===== config.mk =====
export PLATFORM = sky130hd
export DESIGN_NAME = serdesphy_link_seq
export DESIGN_NICKNAME = d
export VERILOG_FILES = /design/src/rtl/serdesphy_link_seq.sv
export SDC_FILE = /design/constraint.sdc
export NUM_CORES = 1
export LEC_CHECK = 0
export ABC_AREA = 1
export ABC_CLOCK_PERIOD_IN_PS = 1800
export BUFFER_PORTS_ARGS = -buffer_cell sky130_fd_sc_hd__buf_2
export CORE_MARGIN = 2
export CORE_UTILIZATION = 53
export CTS_CLUSTER_SIZE = 28
export DETAILED_ROUTE_END_ITERATION = 16
export PLACE_DENSITY = 0.75
export SLEW_MARGIN = 20
export SYNTH_ARGS = -nofsm -noshare
export SYNTH_HDL_FRONTEND = slang
export SYNTH_SLANG_ARGS = --single-unit

===== constraint.sdc =====
create_clock -name clk_ref_24m -period 1.8 [get_ports clk_ref_24m]
set_input_delay 0.09 -clock clk_ref_24m [delete_from_list [all_inputs] [get_ports clk_ref_24m]]
set_output_delay 0.09 -clock clk_ref_24m [all_outputs]
set_load 0.005 [all_outputs]

===== src/rtl/serdesphy_link_seq.sv =====
// SerDes PHY link bring-up sequencer: PLL reset/lock, TX enable, CDR reset/lock and
// RX alignment, with bounded per-stage timeouts, retry accounting and a sticky fault.
module serdesphy_link_seq #(
   parameter int unsigned SETTLE_CYCLES = 240,
   parameter int unsigned PLL_TIMEOUT   = 24000,
   parameter int unsigned CDR_TIMEOUT   = 48000,
   parameter int unsigned ALIGN_TIMEOUT = 4800,
   parameter int unsigned MAX_RETRY     = 3,
   parameter int unsigned CNT_W         = 16
) (
   input  logic       clk_ref_24m,
   input  logic       rst,
   input  logic       phy_en,
   input  logic       por_complete,
   input  logic       pll_lock,
   input  logic       cdr_lock,
   input  logic       rx_aligned,
   output logic       pll_rst,
   output logic       cdr_rst,
   output logic       tx_en,
   output logic       rx_en,
   output logic       rx_align_rst,
   output logic       phy_ready,
   output logic [2:0] seq_state,
   output logic       seq_error,
   output logic [1:0] retry_cnt
);

   typedef enum logic [2:0] {
      S_OFF      = 3'd0,
      S_PLL_RST  = 3'd1,
      S_PLL_WAIT = 3'd2,
      S_CDR_RST  = 3'd3,
      S_CDR_WAIT = 3'd4,
      S_ALIGN    = 3'd5,
      S_READY    = 3'd6,
      S_FAULT    = 3'd7
   } state_t;

   state_t           state;
   state_t           state_nxt;
   logic [CNT_W-1:0] cnt;
   logic [1:0]       retry_nxt;
   logic             err_nxt;
   logic             stage_timeout;
   logic             settle_done;

   // {pll_rst, cdr_rst, tx_en, rx_en, phy_ready} for a given state
   function automatic logic [4:0] decode(state_t s);
      case (s)
         S_PLL_WAIT:          decode = 5'b01000;
         S_CDR_RST:           decode = 5'b01100;
         S_CDR_WAIT, S_ALIGN: decode = 5'b00110;
         S_READY:             decode = 5'b00111;
         default:             decode = 5'b11000;
      endcase
   endfunction

   assign settle_done = (cnt == CNT_W'(SETTLE_CYCLES - 1));
   assign seq_state   = state;

   always_comb begin
      // NOTE: every signal gets a default up front so no path through the case leaves one unassigned (no latch).
      state_nxt     = state;
      retry_nxt     = retry_cnt;
      err_nxt       = seq_error;
      stage_timeout = 1'b0;

      if (!phy_en) begin
         state_nxt = S_OFF;
         retry_nxt = 2'd0;
         err_nxt   = 1'b0;
      end else begin
         case (state)
            S_OFF:     if (por_complete) state_nxt = S_PLL_RST;
            S_PLL_RST: if (settle_done) state_nxt = S_PLL_WAIT;
            S_PLL_WAIT: begin
               if (pll_lock) state_nxt = S_CDR_RST;
               else          stage_timeout = (cnt == CNT_W'(PLL_TIMEOUT - 1));
            end
            S_CDR_RST: if (settle_done) state_nxt = pll_lock ? S_CDR_WAIT : S_PLL_RST;
            S_CDR_WAIT: begin
               if (!pll_lock)     state_nxt = S_PLL_RST;
               else if (cdr_lock) state_nxt = S_ALIGN;
               else               stage_timeout = (cnt == CNT_W'(CDR_TIMEOUT - 1));
            end
            S_ALIGN: begin
               if (!pll_lock)       state_nxt = S_PLL_RST;
               else if (!cdr_lock)  state_nxt = S_CDR_RST;
               else if (rx_aligned) state_nxt = S_READY;
               else                 stage_timeout = (cnt == CNT_W'(ALIGN_TIMEOUT - 1));
            end
            S_READY: begin
               if (!pll_lock)      state_nxt = S_PLL_RST;
               else if (!cdr_lock) state_nxt = S_CDR_RST;
            end
            default: state_nxt = S_FAULT;
         endcase

         // Only a timeout consumes a retry; lock-loss re-entries are free.
         if (stage_timeout) begin
            retry_nxt = (retry_cnt == 2'd3) ? 2'd3 : retry_cnt + 2'd1;
            if ({1'b0, retry_cnt} + 3'd1 < 3'(MAX_RETRY)) begin
               state_nxt = S_PLL_RST;
            end else begin
               state_nxt = S_FAULT;
               err_nxt   = 1'b1;
            end
         end
      end
   end

   // Outputs are decoded from the next state so they switch on the same edge as seq_state.
   always_ff @(posedge clk_ref_24m) begin
      if (rst) begin
         // NOTE: sequential state uses non-blocking assignments so every register samples pre-edge values.
         state        <= S_OFF;
         cnt          <= '0;
         retry_cnt    <= 2'd0;
         seq_error    <= 1'b0;
         {pll_rst, cdr_rst, tx_en, rx_en, phy_ready} <= decode(S_OFF);
         rx_align_rst <= 1'b0;
      end else begin
         state        <= state_nxt;
         cnt          <= (state_nxt != state) ? '0 : cnt + CNT_W'(1);
         retry_cnt    <= retry_nxt;
         seq_error    <= err_nxt;
         {pll_rst, cdr_rst, tx_en, rx_en, phy_ready} <= decode(state_nxt);
         rx_align_rst <= (state_nxt == S_ALIGN) && (state != S_ALIGN);
      end
   end

endmodule


==> results.py, run 1 <==
metrics = {
    "cts": {
        "clock_tree_from_tritoncts": "built",
        "clock_sinks": 28,
        "clk_transition_reported_paths_ps": 150,
        "tritoncts.num_buffers": 3,
        "ctsLongestPathBuffers": 2,
        "cts-htree-levels": 1,
        "clock-root-buffer": "sky130_fd_sc_hd__clkbuf_4",
        "clock_insertion_delay_worst_skew_ps": 320,
    },
    "critical_path": {
        "critical_path.n_buffers_inverters": 2,
        "critPathSlowestCell": "sky130_fd_sc_hd__dfxtp_4",
        "r2r_slack_ps": -180,
        "cp.arrival_ps": 2250,
        "r2r-end": "cnt[9]",
        "path_class": "reg -> reg",
        "startpoint_type": "flip-flop",
        "worstPathCellList": "buf_6 > nor2_4 > nand2_1 > nor2_1 > nand2_1 > a21oi_4 > nand2_2 > nand2_2 > nand3_2 > nand2_2 > nand2_2 > nor2_4 > nand2_4 > buf_12 > nor2_1",
        "ff2ff_path_depth": 15,
        "critical_path.endpoint_type": "flip-flop",
        "timing.critical_path.mode_cell": "sky130_fd_sc_hd__nand2_2",
        "rr_startpoint": "cnt[6]",
        "data_required_critical_path_ps": 2070,
        "critical-path-top-delay-family": "simple AND/OR/NAND/NOR gates",
        "critPathMaxFanout": 6,
        "worst_path_largest_cell_delay_ps": 390,
    },
    "yosys": {
        "synth.net_count": 268,
        "ys_types": 31,
        "syn_area_mm2": 0.00181,
        "synth-seq-cells": 28,
        "synthMuxAreaShare": 0,
        "synth-seq-area-share": 0.310,
        "synthXorXnorAreaFrac": 0.0630,
        "synth_top_family_by_area": "simple AND/OR/NAND/NOR gates",
        "synth_fa_ha_area_frac": 0.00693,
        "yosys.area_share.simple": 0.458,
        "synth.avg_cell_area_um2": 6.95,
        "yosysWarnings": 0,
        "complex_gate_fraction_of_the_synthesized_area": 0.0443,
        "synthesis.instances": 260,
    },
    "placement": {
        "placed_cells": 368,
        "placement.io_buffers": 18,
        "post-dp-hpwl_um": 3470,
        "finalWeightedCongestion": 0.913,
        "dp_slack_ps": -116,
    },
    "route": {
        "post_drt_via_cell_ratio": 5.07,
        "drt-pass1-iter-count": 4,
        "route.antenna.remaining_nets": 0,
        "routed_wirelength_um": 5180,
        "drt_iter0_markers": 170,
        "post_drt_wl_per_cell_um": 13.7,
        "drcViolationCount": 0,
        "vias": 1915,
    },
    "pwr": {
        "cellLeakagePower_nw": 1.14,
        "vdd_drop_max_mv": 0.676,
        "power_density_mw_per_mm2": 417,
    },
    "floorplan": {
        "die_y_um": 62.4,
        "total_die_area_mm2": 0.00389,
        "initial_core_util": 0.546,
        "die_width_um": 62.4,
        "core_area_mm2": 0.00331,
        "placementRows": 21,
        "io_pins": 19,
    },
    "run": {
        "max_cap_violations": 0,
    },
    "final_layout": {
        "nets": 341,
        "most_frequent_standard_cell_in_the_layout_excluding_fill_and_tap_cells": "sky130_fd_sc_hd__buf_4",
        "diodes": 0,
        "final_layout_size_suffix_gt1_frac": 0.509,
        "area_growth_pct": 44.7,
        "mostFrequentLayoutCells": "sky130_fd_sc_hd__buf_4, sky130_fd_sc_hd__nand2_1, sky130_fd_sc_hd__inv_1",
        "fillerInstances": 231,
        "post_layout_nonfiller_instances": 378,
    },
    "sta": {
        "final.min_clock_period_ps": 1980,
        "finClkSkew_ps": 2.42,
        "rsz0062_at_grt": "true",
        "layout_worst_path_cycle_share": 1.10,
        "max_clock_freq_mhz": 506,
        "final-max-slew-violation-count": 0,
        "final-setup-viol-count": 19,
        "timing.max_slew.rel_slack": 0.788,
        "timing_worst_slew_pin_value_ps": 317,
        "setup_ws_ps": -176,
        "finalHoldViolCount": 0,
    },
    "global_route": {
        "overflow": 0,
        "first_global_vias": 1873,
        "grt_pass1_wl_um": 8160,
        "grt_use_met3": 0.0342,
        "grt_use_total": 0.259,
        "grt_antenna_before_repair": 0,
        "maximum_number_of_pins_on_one_net_before_global_route_repair": 16,
        "globalRouteMet1Util": 0.345,
        "grt_most_used_layer": "met2",
        "globalRouteMet2Util": 0.440,
    },
    "min_path": {
        "timing.hold.worst_path_depth": 4,
        "hold_path_startpoint": "phy_en",
        "min-delay-path-class": "in -> reg",
        "min_to": "seq_error",
    },
    "outcome": {
        "violations_in_the_final_reports": "negative setup slack",
        "run_status": "complete, but fails checks",
    },
}
[power breakdown]
part           switching (mW)  internal (mW)  leakage [nW]
registers             0.00843          0.624         0.235
logic                  0.0814         0.0687         0.879
clock network           0.183          0.124        0.0210
[cell type report]
type / instances / area [µm²] / area share
multi-input cells: 185 / 1210 / 0.464
flip-flops and latches: 28 / 589 / 0.225
repair buffers: 72 / 549 / 0.210
inverters: 43 / 168 / 0.0641
well taps: 46 / 57.6 / 0.0220
clock buffers: 4 / 36.3 / 0.0139
[metal layers]
| metal | share of wire | up-vias | routed length [µm] |
|---|---|---|---|
| li1 | - | 952 | - |
| met1 | 0.42 | 865 | 2160 |
| met2 | 0.49 | 79 | 2520 |
| met3 | 0.066 | 19 | 341 |
| met4 | 0.031 | 0 | 158 |
| met5 | 0 | - | 0 |
[flip-flops by register name, summed over array words and instances (netlist names)]
signal and cells:
cdr_rst 1, cnt 16, phy_ready 1, pll_rst 1
retry_cnt 2, rx_align_rst 1, rx_en 1, seq_error 1
seq_state 3, tx_en 1
[worst max-delay path by stage]
stage	start	to	cells after the start
after floorplan	cnt[1]	cnt[2]	15
after global placement	seq_state[0]	cnt[0]	15
after detailed placement	seq_state[0]	cnt[6]	15
after CTS	cnt[1]	cnt[3]	15
after global routing	cnt[6]	cnt[5]	15
final	cnt[6]	cnt[9]	15
[kinds of logic (layout without fill, tap and decap cells)]
| family | count (synthesis) | in the layout |
|---|---|---|
| xor gates and xnor gates | 13 | 13 |
| and+or+nand+nor | 159 | 159 |
| AOI/OAI and AO/OA | 12 | 12 |
| DFF | 28 | 28 |
| adders and majority gates | 1 | 1 |
| buffers and inverters | 47 | 119 |
[worst min-delay path, cell delays in order]
cell and delay, ps:
sky130_fd_sc_hd__buf_2 160, sky130_fd_sc_hd__inv_1 60, sky130_fd_sc_hd__nor2_1 60, sky130_fd_sc_hd__o21a_1 100
[stage by stage]
step	hold slack [ps]	utilization	setup TNS (ps)	cell area [µm²]	total power, mW
after floorplan	162	-	0	1850	0.723
after global placement	309	0.700	-1290	2320	0.759
after detailed placement	313	0.700	-1660	2320	0.761
after CTS	156	0.754	-1070	2500	1.08
after global routing	164	0.789	-4740	2610	1.13
final	179	0.789	-2580	2610	1.09
[cell usage after synthesis, drive strengths merged]
| cell | n | area (µm²) |
|---|---|---|
| nand4 | 9 | 56.3 |
| clkinv | 3 | 12.5 |
| o21a | 1 | 7.51 |
| o211ai | 1 | 7.51 |
| o21ai | 5 | 25.0 |
| nand3 | 23 | 143 |
| buf | 4 | 50.1 |
| nor2 | 57 | 317 |
| a21boi | 1 | 7.51 |
| nand3b | 2 | 15.0 |
| nor4 | 2 | 12.5 |
| dfxtp | 28 | 561 |
| ha | 1 | 12.5 |
| nor3 | 5 | 25.0 |
| nand2 | 61 | 259 |
| xor2 | 12 | 105 |
| a31oi | 1 | 6.26 |
| inv | 40 | 150 |
| xnor2 | 1 | 8.76 |
| a21oi | 3 | 26.3 |
[repair_timing]
item                                   in CTS  in global routing
endpoints found under the hold margin       1                  0
setup endpoints to repair                  20                 24
gates resized for setup                    32                 40
cloned                                      1                  0
pin swaps                                   2                  4
hold buffers                                1                  0
setup buffers                               4                  0
Power figures use the tool's default switching activity.
==> inputs of run 2 (changes only) <==
--- a/config.mk
+++ b/config.mk
@@ -8,11 +8,13 @@
 export ABC_AREA = 1
 export ABC_CLOCK_PERIOD_IN_PS = 1800
 export BUFFER_PORTS_ARGS = -buffer_cell sky130_fd_sc_hd__buf_2
+export CELL_PAD_IN_SITES_DETAIL_PLACEMENT = 1
+export CELL_PAD_IN_SITES_GLOBAL_PLACEMENT = 2
 export CORE_MARGIN = 2
-export CORE_UTILIZATION = 53
+export CORE_UTILIZATION = 29
 export CTS_CLUSTER_SIZE = 28
 export DETAILED_ROUTE_END_ITERATION = 16
-export PLACE_DENSITY = 0.75
+export PLACE_DENSITY = 0.73
 export SLEW_MARGIN = 20
 export SYNTH_ARGS = -nofsm -noshare
 export SYNTH_HDL_FRONTEND = slang
==> results.py, run 2 (synthesized netlist as in run 1, its figures left out) <==
metrics = {
    "critical_path": {
        "cp.arrival_ps": 2160,
        "r2r-end": "cnt[13]",
        "ff2ff_path_depth": 14,
        "startpoint_type": "flip-flop",
        "r2r_slack_ps": -200,
        "path_class": "reg -> reg",
        "worst_path_largest_cell_delay_ps": 360,
        "data_required_critical_path_ps": 1960,
        "critical_path.endpoint_type": "flip-flop",
        "worst_setup_path_startpoint": "cnt[0]",
        "critical_path.n_buffers_inverters": 3,
        "rr_startpoint": "cnt[0]",
        "critPathMaxFanout": 5,
        "critical-path-top-delay-family": "simple AND/OR/NAND/NOR gates",
        "critPathSlowestCell": "sky130_fd_sc_hd__dfxtp_2",
        "worstPathCellList": "ha_4 > nand3_4 > nor2_4 > inv_2 > a21oi_4 > nand3_4 > buf_6 > nand3_4 > nand2_2 > nand2_2 > nor2_4 > nand2_4 > buf_12 > nor2_4",
    },
    "sta": {
        "setup_ws_ps": -203,
        "rsz0062_at_grt": "true",
        "final-max-slew-violation-count": 0,
        "max_clock_freq_mhz": 499,
        "finClkSkew_ps": 4.50,
        "final-setup-viol-count": 21,
        "timing.max_slew.rel_slack": 0.797,
        "final.min_clock_period_ps": 2000,
        "timing_worst_slew_pin_value_ps": 302,
        "layout_worst_path_cycle_share": 1.11,
        "finalHoldViolCount": 0,
    },
    "route": {
        "routed_wirelength_um": 5830,
        "drcViolationCount": 0,
        "vias": 1901,
        "post_drt_wl_per_cell_um": 14.0,
        "drt_iter0_markers": 51,
        "drt-pass1-iter-count": 4,
        "post_drt_via_cell_ratio": 4.56,
        "route.antenna.remaining_nets": 0,
    },
    "pwr": {
        "power_report.internal_total_uw": 837,
        "cellLeakagePower_nw": 1.21,
        "pwr-share-clk": 0.297,
        "power_density_mw_per_mm2": 397,
        "swShare": 0.243,
        "seqPwrFrac": 0.566,
        "report.power.total_mw": 1.11,
        "combPwrFrac": 0.138,
        "netsw_uw": 268,
        "vdd_drop_max_mv": 0.467,
    },
    "cts": {
        "clock-root-buffer": "sky130_fd_sc_hd__clkbuf_8",
        "clock_insertion_delay_worst_skew_ps": 270,
        "clk_transition_reported_paths_ps": 90,
        "tritoncts.num_buffers": 3,
        "clock_tree_from_tritoncts": "built",
        "clock_sinks": 28,
        "cts_hold_buffers": 0,
        "ctsLongestPathBuffers": 2,
        "cts-htree-levels": 1,
    },
    "outcome": {
        "run_status": "complete, but fails checks",
        "violations_in_the_final_reports": "negative setup slack",
    },
    "floorplan": {
        "die_width_um": 82.9,
        "total_die_area_mm2": 0.00688,
        "placementRows": 28,
        "die_y_um": 82.9,
        "core_area_mm2": 0.00596,
        "initial_core_util": 0.303,
        "io_pins": 19,
    },
    "final_layout": {
        "largest_register_ff_count": 16,
        "final_layout_size_suffix_gt1_frac": 0.518,
        "diodes": 0,
        "nets": 352,
        "area_growth_pct": 54.2,
        "largest-register": "cnt",
        "layout.cell_area.non_filler_mm2": 0.00279,
        "most_frequent_standard_cell_in_the_layout_excluding_fill_and_tap_cells": "sky130_fd_sc_hd__buf_4",
        "mostFrequentLayoutCells": "sky130_fd_sc_hd__buf_4, sky130_fd_sc_hd__nand2_1, sky130_fd_sc_hd__inv_1",
    },
    "placement": {
        "placement.io_buffers": 18,
        "post-dp-hpwl_um": 4370,
        "finalWeightedCongestion": 0.829,
        "dp_slack_ps": -201,
        "placed_cell_area_mm2": 0.00240,
    },
    "min_path": {
        "min_to": "seq_state[0]",
        "timing.hold.worst_path_depth": 2,
        "hold_path_startpoint": "rst",
        "min-delay-path-class": "in -> reg",
    },
    "global_route": {
        "overflow": 0,
        "grt_use_total": 0.170,
        "first_global_vias": 2054,
        "maximum_number_of_pins_on_one_net_before_global_route_repair": 15,
        "grt_pass1_wl_um": 9630,
        "grt_antenna_before_repair": 0,
    },
    "run": {
        "max_cap_violations": 0,
    },
}
-- run 2: cell count changes in the layout (fill, tap and decap cells not counted), sizes merged --
cell and delta:
buf +11, clkbuf -1, dlygate4sd3 -1, nand2 +1
-- run 2: worst register-to-register path, cell delays in order, from the launching register on --
cell	delay (ps)
sky130_fd_sc_hd__dfxtp_2	360
sky130_fd_sc_hd__ha_4	150
sky130_fd_sc_hd__nand3_4	100
sky130_fd_sc_hd__nor2_4	160
sky130_fd_sc_hd__inv_2	80
sky130_fd_sc_hd__a21oi_4	200
sky130_fd_sc_hd__nand3_4	130
sky130_fd_sc_hd__buf_6	140
sky130_fd_sc_hd__nand3_4	80
sky130_fd_sc_hd__nand2_2	60
sky130_fd_sc_hd__nand2_2	100
sky130_fd_sc_hd__nor2_4	50
sky130_fd_sc_hd__nand2_4	110
sky130_fd_sc_hd__buf_12	150
sky130_fd_sc_hd__nor2_4	30
-- run 2: final cells by class --
class / instances / area, µm²
Tap cell: 75 / 93.8
Inverter: 43 / 168
Sequential cell: 28 / 598
Clock buffer: 3 / 41.3
Timing Repair Buffer: 82 / 614
Multi-Input combinational cell: 186 / 1270
Fill cell: 754 / 3170
-- run 2: worst max path at each step --
stage	to	depth (start not counted)
after detailed placement	cnt[13]	13
after global placement	cnt[10]	13
after floorplan	cnt[2]	15
final	cnt[13]	14
after CTS	cnt[13]	15
after global routing	cnt[13]	14
-- run 2: power groups by stage --
stage / Sequential [mW] / Clock (mW) / Combinational [mW]
finish: 0.625 / 0.328 / 0.152
global route: 0.627 / 0.373 / 0.166
global placement: 0.649 / 0 / 0.121
CTS: 0.629 / 0.352 / 0.146
floorplan: 0.650 / 0 / 0.0734
detailed placement: 0.650 / 0 / 0.123
-- run 2: timing repair --
action	CTS	global route
gates cloned	1	0
buffers inserted	9	2
pin swaps	16	18
endpoints found under the setup margin	23	24
gates resized for setup	55	24
-- run 2: stage by stage --
stage	instances	setup TNS (ps)	utilization	hold slack (ps)
finish	417	-2960	0.468	54.0
CTS	415	-1290	0.448	41.1
floorplan	260	0	-	162
global placement	402	-3470	0.404	325
global route	417	-5930	0.468	41.2
detailed placement	402	-3060	0.404	324
-- run 2: per-layer routing --
layer,routed length [µm],vias up,part of all wire,GRT usage
met4,27,0,0.0046,0.0373
li1,-,978,-,-
met2,2880,10,0.49,0.292
met5,0,-,0,0
met1,2840,911,0.49,0.229
met3,81,2,0.014,0.0179
